<file path="src/rtl/sd_cmd_pkg.sv">
`default_nettype none
// ============================================================================
// Module      : sd_cmd_pkg
// Description : Shared FSM encoding, frame geometry and CRC7 step function
//               for the SD CMD-line responder.
// Revision    : 1.0 - initial release
// ============================================================================
package sd_cmd_pkg;

    typedef enum logic [2:0] {
        ST_IDLE  = 3'd0,
        ST_RX    = 3'd1,
        ST_CHECK = 3'd2,
        ST_WAIT  = 3'd3,
        ST_TX    = 3'd4
    } state_t;

    localparam int CMD_FRAME_LEN = 48;
    localparam int CRC_SPAN      = 40;

    localparam logic [6:0] CRC7_POLY = 7'h09;

    localparam int POS_START    = 47;
    localparam int POS_TX_BIT   = 46;
    localparam int POS_INDEX_HI = 45;
    localparam int POS_INDEX_LO = 40;
    localparam int POS_ARG_HI   = 39;
    localparam int POS_ARG_LO   = 8;
    localparam int POS_CRC_HI   = 7;
    localparam int POS_CRC_LO   = 1;
    localparam int POS_END      = 0;

    function automatic logic [6:0] crc7_step(input logic [6:0] crc, input logic din);
        logic fb;
        fb = din ^ crc[6];
        return {crc[5:0], 1'b0} ^ (fb ? CRC7_POLY : 7'h00);
    endfunction

endpackage
`default_nettype wire

</file>
<file path="src/rtl/sd_card_cmd_responder_if.sv">
`default_nettype none
// ============================================================================
// Module      : sd_card_cmd_responder_if
// Description : CMD-line and card-side signal bundle of the responder.
// Revision    : 1.0 - initial release
// ============================================================================
interface sd_card_cmd_responder_if;
    logic        cmd_from_host;
    logic        resp_en;
    logic [31:0] card_status;
    logic        cmd_to_host;
    logic        cmd_to_host_oe;
    logic        cmd_valid;
    logic [5:0]  cmd_index;
    logic [31:0] cmd_arg;
    logic        frame_error;
    logic        busy;

    modport slave (
        input  cmd_from_host, resp_en, card_status,
        output cmd_to_host, cmd_to_host_oe, cmd_valid, cmd_index, cmd_arg,
               frame_error, busy
    );

    modport master (
        output cmd_from_host, resp_en, card_status,
        input  cmd_to_host, cmd_to_host_oe, cmd_valid, cmd_index, cmd_arg,
               frame_error, busy
    );
endinterface
`default_nettype wire

</file>
<file path="src/rtl/sd_crc7.sv">
`default_nettype none
// ============================================================================
// Module      : sd_crc7
// Description : Serial CRC7 (x^7+x^3+1), zero init, one bit per enabled clock.
// Revision    : 1.0 - initial release
// ============================================================================
module sd_crc7
    import sd_cmd_pkg::*;
(
    input  wire logic       CLK,
    input  wire logic       rst_L,
    input  wire logic       clr,
    input  wire logic       en,
    input  wire logic       din,
    output logic [6:0]      crc
);

    logic [6:0] r_crc;

    always_ff @(posedge CLK or negedge rst_L) begin
        if (!rst_L) begin
            r_crc <= 7'h00;
        end else if (clr) begin
            r_crc <= 7'h00;
        end else if (en) begin
            r_crc <= crc7_step(r_crc, din);
        end
    end

    assign crc = r_crc;

endmodule
`default_nettype wire

</file>
<file path="src/rtl/sd_card_cmd_responder.sv">
`default_nettype none
// ============================================================================
// Module      : sd_card_cmd_responder
// Description : Card-side CMD endpoint: receives and checks 48-bit commands,
//               answers with an R1-format frame after an NCR gap.
// Revision    : 1.0 - initial release
// ============================================================================
module sd_card_cmd_responder
    import sd_cmd_pkg::*;
#(
    parameter int NCR = 2
) (
    input  wire logic             CLK,
    input  wire logic             rst_L,
    sd_card_cmd_responder_if.slave bus
);

    state_t      r_state;
    state_t      w_next;
    logic [5:0]  r_bit_cnt;
    logic [6:0]  r_ncr_cnt;
    logic [45:0] r_rx_shift;
    logic [39:0] r_tx_data;
    logic        r_cmd_to_host;
    logic        r_oe;
    logic        r_cmd_valid;
    logic        r_frame_error;
    logic [5:0]  r_cmd_index;
    logic [31:0] r_cmd_arg;

    logic [6:0]  w_crc;
    logic        w_crc_clr;
    logic        w_crc_en;
    logic        w_crc_din;
    logic        w_good;
    logic        w_tx_drive;
    logic [5:0]  w_tx_idx;
    logic        w_tx_bit;

    // Shift register holds frame bits 46..1 while the end bit is on the line,
    // so frame bit k sits at position k-1 at decision time.
    assign w_good = r_rx_shift[POS_TX_BIT-1] && bus.cmd_from_host &&
                    (r_rx_shift[POS_CRC_HI-1:POS_CRC_LO-1] == w_crc);

    assign w_tx_drive = ((r_state == ST_WAIT) && (r_ncr_cnt == 7'd0)) ||
                        ((r_state == ST_TX) && (r_bit_cnt != 6'd0));
    assign w_tx_idx   = (r_state == ST_WAIT) ? 6'd47 : (r_bit_cnt - 6'd1);

    always_comb begin
        w_tx_bit = 1'b1;
        if (w_tx_idx >= 6'd8) begin
            w_tx_bit = r_tx_data[w_tx_idx - 6'd8];
        end else if (w_tx_idx != 6'd0) begin
            w_tx_bit = w_crc[w_tx_idx[2:0] - 3'd1];
        end
    end

    // One CRC engine serves both directions; RX and TX never overlap.
    assign w_crc_clr = (r_state == ST_IDLE) || (r_state == ST_CHECK);
    assign w_crc_en  = ((r_state == ST_RX) && (r_bit_cnt >= 6'd9)) ||
                       (w_tx_drive && (w_tx_idx >= 6'd8));
    assign w_crc_din = (r_state == ST_RX) ? bus.cmd_from_host : w_tx_bit;

    sd_crc7 u_crc7 (
        .CLK   (CLK),
        .rst_L (rst_L),
        .clr   (w_crc_clr),
        .en    (w_crc_en),
        .din   (w_crc_din),
        .crc   (w_crc)
    );

    always_comb begin
        w_next = r_state;
        unique case (r_state)
            ST_IDLE:  if (!bus.cmd_from_host)            w_next = ST_RX;
            ST_RX:    if (r_bit_cnt == 6'd1)             w_next = ST_CHECK;
            ST_CHECK: w_next = (r_cmd_valid && bus.resp_en) ? ST_WAIT : ST_IDLE;
            ST_WAIT:  if (r_ncr_cnt == 7'd0)             w_next = ST_TX;
            ST_TX:    if (r_bit_cnt == 6'd0)             w_next = ST_IDLE;
            default:  w_next = ST_IDLE;
        endcase
    end

    always_ff @(posedge CLK or negedge rst_L) begin
        if (!rst_L) begin
            r_state       <= ST_IDLE;
            r_bit_cnt     <= 6'd0;
            r_ncr_cnt     <= 7'd0;
            r_rx_shift    <= '0;
            r_tx_data     <= '0;
            r_cmd_to_host <= 1'b1;
            r_oe          <= 1'b0;
            r_cmd_valid   <= 1'b0;
            r_frame_error <= 1'b0;
            r_cmd_index   <= 6'd0;
            r_cmd_arg     <= 32'd0;
        end else begin
            r_state       <= w_next;
            r_cmd_valid   <= 1'b0;
            r_frame_error <= 1'b0;
            r_oe          <= w_tx_drive;
            r_cmd_to_host <= w_tx_drive ? w_tx_bit : 1'b1;
            unique case (r_state)
                ST_IDLE: begin
                    r_rx_shift <= {r_rx_shift[44:0], bus.cmd_from_host};
                    if (!bus.cmd_from_host) r_bit_cnt <= 6'd47;
                end
                ST_RX: begin
                    r_rx_shift <= {r_rx_shift[44:0], bus.cmd_from_host};
                    r_bit_cnt  <= r_bit_cnt - 6'd1;
                    if (r_bit_cnt == 6'd1) begin
                        if (w_good) begin
                            r_cmd_valid <= 1'b1;
                            r_cmd_index <= r_rx_shift[POS_INDEX_HI-1:POS_INDEX_LO-1];
                            r_cmd_arg   <= r_rx_shift[POS_ARG_HI-1:POS_ARG_LO-1];
                        end else begin
                            r_frame_error <= 1'b1;
                        end
                    end
                end
                ST_CHECK: begin
                    if (r_cmd_valid) begin
                        r_tx_data <= {2'b00, r_cmd_index, bus.card_status};
                        r_ncr_cnt <= 7'(NCR - 2);
                    end
                end
                ST_WAIT: begin
                    if (r_ncr_cnt == 7'd0) r_bit_cnt <= 6'd47;
                    else                   r_ncr_cnt <= r_ncr_cnt - 7'd1;
                end
                ST_TX: begin
                    if (r_bit_cnt != 6'd0) r_bit_cnt <= r_bit_cnt - 6'd1;
                end
                default: ;
            endcase
        end
    end

    assign bus.cmd_to_host    = r_cmd_to_host;
    assign bus.cmd_to_host_oe = r_oe;
    assign bus.cmd_valid      = r_cmd_valid;
    assign bus.cmd_index      = r_cmd_index;
    assign bus.cmd_arg        = r_cmd_arg;
    assign bus.frame_error    = r_frame_error;
    assign bus.busy           = (r_state != ST_IDLE);

endmodule
`default_nettype wire

</file>
<file path="src/flat_wrapper.sv">
// flat-port wrapper written by rule: the top's interface ports become plain ports
module sd_card_cmd_responder_flat import sd_cmd_pkg::*;
#(
    parameter int NCR = 2
)
  (CLK, rst_L, bus_cmd_from_host, bus_resp_en, bus_card_status, bus_cmd_to_host, bus_cmd_to_host_oe, bus_cmd_valid, bus_cmd_index, bus_cmd_arg, bus_frame_error, bus_busy);
  sd_card_cmd_responder_if bus_i ();
  input  wire logic CLK;
  input  wire logic rst_L;
  input wire logic [$bits(bus_i.cmd_from_host)-1:0] bus_cmd_from_host;
  input wire logic [$bits(bus_i.resp_en)-1:0] bus_resp_en;
  input wire logic [$bits(bus_i.card_status)-1:0] bus_card_status;
  output wire logic [$bits(bus_i.cmd_to_host)-1:0] bus_cmd_to_host;
  output wire logic [$bits(bus_i.cmd_to_host_oe)-1:0] bus_cmd_to_host_oe;
  output wire logic [$bits(bus_i.cmd_valid)-1:0] bus_cmd_valid;
  output wire logic [$bits(bus_i.cmd_index)-1:0] bus_cmd_index;
  output wire logic [$bits(bus_i.cmd_arg)-1:0] bus_cmd_arg;
  output wire logic [$bits(bus_i.frame_error)-1:0] bus_frame_error;
  output wire logic [$bits(bus_i.busy)-1:0] bus_busy;
  assign bus_i.cmd_from_host = bus_cmd_from_host;
  assign bus_i.resp_en = bus_resp_en;
  assign bus_i.card_status = bus_card_status;
  assign bus_cmd_to_host = bus_i.cmd_to_host;
  assign bus_cmd_to_host_oe = bus_i.cmd_to_host_oe;
  assign bus_cmd_valid = bus_i.cmd_valid;
  assign bus_cmd_index = bus_i.cmd_index;
  assign bus_cmd_arg = bus_i.cmd_arg;
  assign bus_frame_error = bus_i.frame_error;
  assign bus_busy = bus_i.busy;
  sd_card_cmd_responder #(.NCR(NCR)) u_core (.CLK(CLK), .rst_L(rst_L), .bus(bus_i));
endmodule
</file>
<file path="config.mk">
export PLATFORM = sky130hd
export DESIGN_NAME = sd_card_cmd_responder_flat
export DESIGN_NICKNAME = d
export VERILOG_FILES = /design/src/rtl/sd_cmd_pkg.sv /design/src/rtl/sd_card_cmd_responder_if.sv /design/src/rtl/sd_crc7.sv /design/src/rtl/sd_card_cmd_responder.sv /design/src/flat_wrapper.sv
export SDC_FILE = /design/constraint.sdc
export NUM_CORES = 1
export LEC_CHECK = 0
export BUFFER_PORTS_ARGS = -buffer_cell sky130_fd_sc_hd__buf_4
export CAP_MARGIN = 10
export CORE_ASPECT_RATIO = 0.9
export CORE_MARGIN = 5
export CORE_UTILIZATION = 45
export CTS_BUF_LIST = sky130_fd_sc_hd__clkbuf_16
export DETAILED_ROUTE_END_ITERATION = 8
export SETUP_SLACK_MARGIN = 0.3
export SYNTH_ARGS = -nofsm -noshare
export SYNTH_HDL_FRONTEND = slang
export SYNTH_SLANG_ARGS = --single-unit
</file>
<file path="constraint.sdc">
create_clock -name CLK -period 6.9 [get_ports CLK]
set_input_delay 1.38 -clock CLK [delete_from_list [all_inputs] [get_ports CLK]]
set_output_delay 1.38 -clock CLK [all_outputs]
set_load 0.02 [all_outputs]
</file>
## After elaboration in Yosys (flattened, before gate mapping)

Index checks and enable logic that the tools add are counted.

| operators by class | value |
|---|---|
| $add $sub $neg | 4 |
| bitwise logic cells | 2 |
| reductions and logical operators | 25 |
| multiplexer cells | 31 |
| $lt $le $gt $ge | 4 |
| equal/unequal tests | 13 |

Operators by type and width:

| operator | number |
|---|---|
| $mux W7 | 4 |
| $mux W6 | 4 |
| $pmux W6 S4 | 1 |
| $pmux W3 S5 | 1 |
| $pmux W7 S2 | 1 |
| $ge A6 B4 Y1 const B | 2 |
| $mux W1 | 12 |
| $mux W3 | 4 |
| $ne A2 B2 Y1 const B | 6 |
| $reduce_bool A6 Y1 | 2 |
| $reduce_and A4 Y1 | 2 |
| $eq A7 B7 Y1 | 1 |
| $logic_and A1 B1 Y1 | 7 |
| $logic_not A7 Y1 | 1 |
| $lt A6 B7 Y1 const B | 1 |
| $sub A7 B1 Y7 const B | 1 |
| $xor A7 B4 Y7 | 1 |
| $bmux W1 S6 | 1 |
| $eq A3 B2 Y1 const B | 2 |
| $eq A6 B1 Y1 const B | 1 |
| $logic_not A6 Y1 | 1 |
| $reduce_and A3 Y1 | 2 |
| $sub A6 B1 Y6 const B | 1 |
| $sub A6 B4 Y6 const B | 1 |
| other kinds (16) | 19 |

| storage, ports and cells | value |
|---|---|
| register bits | 149 |
| word-level logic and storage cells | 91 |
| bits of input ports | 36 |
| output and inout port bits | 43 |

## Logic depth before layout (Yosys ltp)

| logic depth | value |
|---|---|
| depth in word-level cells | 13 |
| gate-level depth with buffers | 16 |
| depth with buffers taken out | 15 |

## Cells and area by module

Synthesis repeated with hierarchy kept, for this count alone.

| unflattened totals | value |
|---|---|
| cell total of the unflattened synthesis | 614 |
| area total of the unflattened synthesis | 6,810.3 µm² |

By module, submodules not included:

| module | area an instance (µm²) | times used | cells an instance |
|---|---|---|---|
| sd_card_cmd_responder | 6,502.5 | 1 | 586 |
| sd_crc7 | 307.8 | 1 | 28 |

## Worst setup path after synthesis

No wires, ideal clock.

| timing path | value |
|---|---|
| path kind | register -> register |
| start point | register u_core.r_bit_cnt[0] |
| end point | register u_core.u_crc7.r_crc[3] (netlist: u_core.u_crc7.crc[3]) |
| buffers on the path | 1 |
| arrival | 3,022 ps |
| slack | 3,757 ps |
| cell stages (with the launch flop) | 17 |
| data required time | 6,779 ps |
| library setup time | 121 ps |
| clock period less this slack | 3,143 ps |
| path through | dfrtp_1 buf_2 inv_1 ha_1 nand2b_1 nor2_1 xor2_1 nand2_1 ha_1 xnor2_1 xnor2_1 nor3_1 o221ai_1 nand4_2 a31oi_2 xnor2_1 a22o_1 |

| between the ends | value |
|---|---|
| cells in the longest elaborated chain, start to end | 13 |
| elaborated cells on any way between the ends | 26 |
| those cells by class | add/sub: 3; order compare: 2; mux: 11; bitwise: 2; reduce/logical: 8 |

Ends and longest elaborated chain:

| element | RTL line | source |
|---|---|---|
| start, declared | sd_card_cmd_responder.sv:20 | `logic [5:0] r_bit_cnt;` |
| start signal, assigned | sd_card_cmd_responder.sv:111 | `r_bit_cnt <= r_bit_cnt - 6'd1;` |
| start signal, assigned | sd_card_cmd_responder.sv:133 | `if (r_bit_cnt != 6'd0) r_bit_cnt <= r_bit_cnt - 6'd1;` |
| parallel branches: the longest is 13 deep, another holds $sub A6 B1 Y6 | -- |  |
| end signal, assigned | sd_crc7.sv:26 | `r_crc <= crc7_step(r_crc, din);` |
| end, declared | sd_crc7.sv:18 | `logic [6:0] r_crc;` |

Several ways; the timed one is not identified. The select of a mux whose other input is x is not followed.
A chain may end at the register's enable or synchronous reset.

## Worst setup path after layout

Ends and elaborated chain as after synthesis.

==> flow_metrics.env <==
export IMPL_outcome="finished clean"
export IMPL_crit_start="u_core.r_bit_cnt[0]$_DFFE_PN0P_"
export IMPL_dieArea_mm2=0.0173
export IMPL_drive_above_1_share_pct=30.4
export IMPL_syn_avg_cell_area_um2=11.2
export IMPL_overflow=0
export IMPL_vias=4511
export IMPL_clock_skew_ps=10.6
export IMPL_ys_warn_count=0
export IMPL_reg2reg_from="u_core.r_bit_cnt[0]$_DFFE_PN0P_"
export IMPL_cpPeakStageDelay_ps=910
export IMPL_dpl_cell_area_mm2=0.00738
export IMPL_crit_slowest_cell="dfrtp_1"
export IMPL_syn_area_mm2=0.00663
export IMPL_p_leak_uw=0.00376
export IMPL_clkSinkCount=149
export IMPL_synth_nets=634
export IMPL_cts_buffers=17
export IMPL_synth_edf_count=0
export IMPL_maxSlewHeadroom_pct=33.2
export IMPL_crit_end="u_core.u_crc7.crc[3]$_DFFE_PN0P_"
export IMPL_synth_ff_type="dfrtp_1"
export IMPL_grt_usage_pct=17.3
export IMPL_antenna_left=0
export IMPL_cts_root_buf="clkbuf_16"
export IMPL_hold_viol_final=0
export IMPL_wl_per_cell_um=15.6
export IMPL_layout_common_cells="dfrtp_1, nand2_1, buf_4"
export IMPL_place_congestion=0.856
export IMPL_rrSetupSlack_ps=2840
export IMPL_dpl_cell_count=839
export IMPL_antenna_cells=0
export IMPL_grt_start_max_net_pins=90
export IMPL_setup_viol=0
export IMPL_fin_crit_sh_pct=58.9
export IMPL_peakVddDrop_uv=225
export IMPL_holdBufCountCts=0
export IMPL_area_growth_pct=19.8
export IMPL_crit_arrival_ps=4370
export IMPL_period_minus_slack_ps=4060
export IMPL_fin_util_pct=54.4
export IMPL_rr_worst_depth=11
export IMPL_die_height_um=125
export IMPL_grt_pass1_vias=4869
export IMPL_clk_path_buf_depth=2
export IMPL_die_w_um=138
export IMPL_ys_seq_area_share_pct=56.3
export IMPL_fillers=1344
export IMPL_drt_total_wl_um=13600
export IMPL_rsz0062_at_grt="false"
export IMPL_dp_hpwl_um=9160
export IMPL_final_area_mm2=0.00794
export IMPL_clk_pin_slew_worst_paths_ps=60
export IMPL_final_nets=704
export IMPL_async_flop_share_pct=100
export IMPL_ys_types=52
export IMPL_grt_pass1_wl_um=23900
export IMPL_drt_first_pass_iters=4
export IMPL_final_cells=872
export IMPL_final_common_cell="dfrtp_1"
export IMPL_crit_chain="inv_1 -> ha_1 -> inv_1 -> nor2_1 -> ha_1 -> mux4_2 -> a21oi_1 -> o21ai_1 -> a31oi_2 -> xnor2_1 -> a22o_1"
export IMPL_hold_class="register to register"
export IMPL_r2r_end="u_core.u_crc7.crc[3]$_DFFE_PN0P_"
export IMPL_initial_core_util_pct=45.4
export IMPL_synth_seq_cells=149
export IMPL_multi_input_area_mm2=0.00275
export IMPL_power_total_uw=3040
export IMPL_path_max_fanout=24
export IMPL_post_cts_resized=0
export IMPL_htreeDepth=4
export IMPL_drc=0
export IMPL_drt_iter0_markers=290
export IMPL_cts_tree="built"
export IMPL_postCtsSetupBuffers=0
export IMPL_fin_setup_tns_ps=0
export IMPL_drv_slew=0
export IMPL_core_rowCount=42
export IMPL_clk_latency_ps=420
export IMPL_fmax_mhz=246
export IMPL_required_ps=7200
export IMPL_antenna_found_initial=0
export IMPL_regArea_mm2=0.00373
export IMPL_cp_start_kind="register"
export IMPL_numPortBuffers=78
export IMPL_tightest_slew_ps=997
export IMPL_p_per_area_mw_per_mm2=382
export IMPL_postSynthCellCount=591
export IMPL_core_area_mm2=0.0146
export IMPL_via_per_inst=5.17
export IMPL_critPathKind="register to register"
export IMPL_io_pins=79
export IMPL_cap_violations=0
export IMPL_endpoint_kind="register"
## logic make-up (layout without fill, tap and decap cells)
kind of cell             Yosys count  in the layout  share of synthesized area (%)
AO/OA/AOI/OAI                     69             69                           6.76
XOR/XNOR                          22             22                           2.91
adder cells (fa/ha/maj)            7              7                           1.32
buffers and inverters             41            124                           2.51
flip-flops                       149            149                           56.3
multiplexers                      94             94                           16.5
AND/OR/NAND/NOR                  209            209                           13.7
## final cells by class
class	instances	share of cell area, %
Clock inverter	15	1.67
Timing Repair Buffer	84	7.95
Inverter	8	0.378
Sequential cell	149	47.0
Multi-Input combinational cell	401	34.6
Tap cell	198	3.12
Clock buffer	17	5.36
## metrics by stage
step / setup WS (ps) / hold slack (ps)
detailed placement: 2510 / 456
floorplan: 3760 / 438
global placement: 2720 / 460
global route: 2490 / 496
CTS: 2510 / 480
finish: 2840 / 475
## worst min-delay path by stage
stage | from | endpoint | cells past startpoint
after detailed placement | u_core.r_tx_data[14]$_DFFE_PN0P_ | u_core.r_tx_data[14]$_DFFE_PN0P_ | 2
after global placement | u_core.r_tx_data[8]$_DFFE_PN0P_ | u_core.r_tx_data[8]$_DFFE_PN0P_ | 2
final | u_core.r_tx_data[29]$_DFFE_PN0P_ | u_core.r_tx_data[29]$_DFFE_PN0P_ | 2
after CTS | u_core.r_tx_data[29]$_DFFE_PN0P_ | u_core.r_tx_data[29]$_DFFE_PN0P_ | 2
after floorplan | u_core.r_tx_data[31]$_DFFE_PN0P_ | u_core.r_tx_data[31]$_DFFE_PN0P_ | 2
after global routing | u_core.r_tx_data[14]$_DFFE_PN0P_ | u_core.r_tx_data[14]$_DFFE_PN0P_ | 2
## power breakdown
group	leakage, uW	switching [uW]	internal (uW)	total [uW]
combinational	0.00168	469	478	947
sequential	0.00181	167	1050	1210
clock	0.000273	376	499	875
total	0.00376	1010	2020	3040
## worst max-delay path: cells and delay by family (launching register included)
kind / cells / cell delay, ps
adder cells (fa/ha/maj): 2 / 1010
flip-flops: 1 / 910
AO/OA/AOI/OAI: 4 / 690
buffers and inverters: 2 / 590
multiplexers: 1 / 430
AND/OR/NAND/NOR: 1 / 200
XOR/XNOR: 1 / 120
## cell usage after synthesis (2+ instances only)
master | n | area [um^2]
o41ai_1 | 2 | 17.5
a211o_1 | 2 | 17.5
nor3_1 | 7 | 35.0
a211oi_1 | 9 | 67.6
a31oi_1 | 3 | 18.8
o221ai_1 | 2 | 17.5
nand3_1 | 12 | 60.1
a21o_1 | 3 | 22.5
nor3b_1 | 3 | 22.5
nand4_1 | 4 | 25.0
a21oi_1 | 9 | 45.0
xor2_1 | 9 | 78.8
mux4_2 | 4 | 90.1
o21ai_0 | 23 | 115
or4_1 | 2 | 15.0
and3_1 | 3 | 18.8
ha_1 | 7 | 87.6
or3_1 | 2 | 12.5
buf_2 | 4 | 20.0
mux2_1 | 6 | 67.6
o211ai_1 | 2 | 15.0
a21boi_0 | 2 | 15.0
and2_1 | 2 | 12.5
xnor2_1 | 13 | 114
clkbuf_1 | 27 | 101
dfrtp_1 | 148 | 3700
a22o_1 | 2 | 17.5
nor4_1 | 2 | 12.5
inv_1 | 8 | 30.0
o21ai_1 | 2 | 10.0
or3_4 | 2 | 22.5
o21bai_1 | 2 | 15.0
nand2b_1 | 3 | 18.8
mux2_2 | 78 | 878
nand2_1 | 139 | 522
nor2_1 | 22 | 82.6
mux2i_1 | 6 | 60.1
## routing by layer
layer | part of all wire, % | track usage (%) | wire, um
met1 | 47 | 23.4 | 6360
met2 | 48 | 27.0 | 6570
met3 | 4.6 | 5.42 | 626
met4 | 0.67 | 4.88 | 91
met5 | 0 | 0 | 0
## sequential cells by signal, summed over array words and instances, names as in the netlist
signal / cells
u_core.bus.frame_error: 1
u_core.bus.cmd_index: 6
u_core.bus.cmd_arg: 32
u_core.r_bit_cnt: 6
u_core.bus.cmd_to_host: 1
u_core.r_state: 3
u_core.bus.cmd_to_host_oe: 1
u_core.r_tx_data: 38
u_core.bus.cmd_valid: 1
u_core.u_crc7.crc: 7
u_core.r_rx_shift: 46
u_core.r_ncr_cnt: 7
No activity file was read; power rests on OpenSTA's default activity.
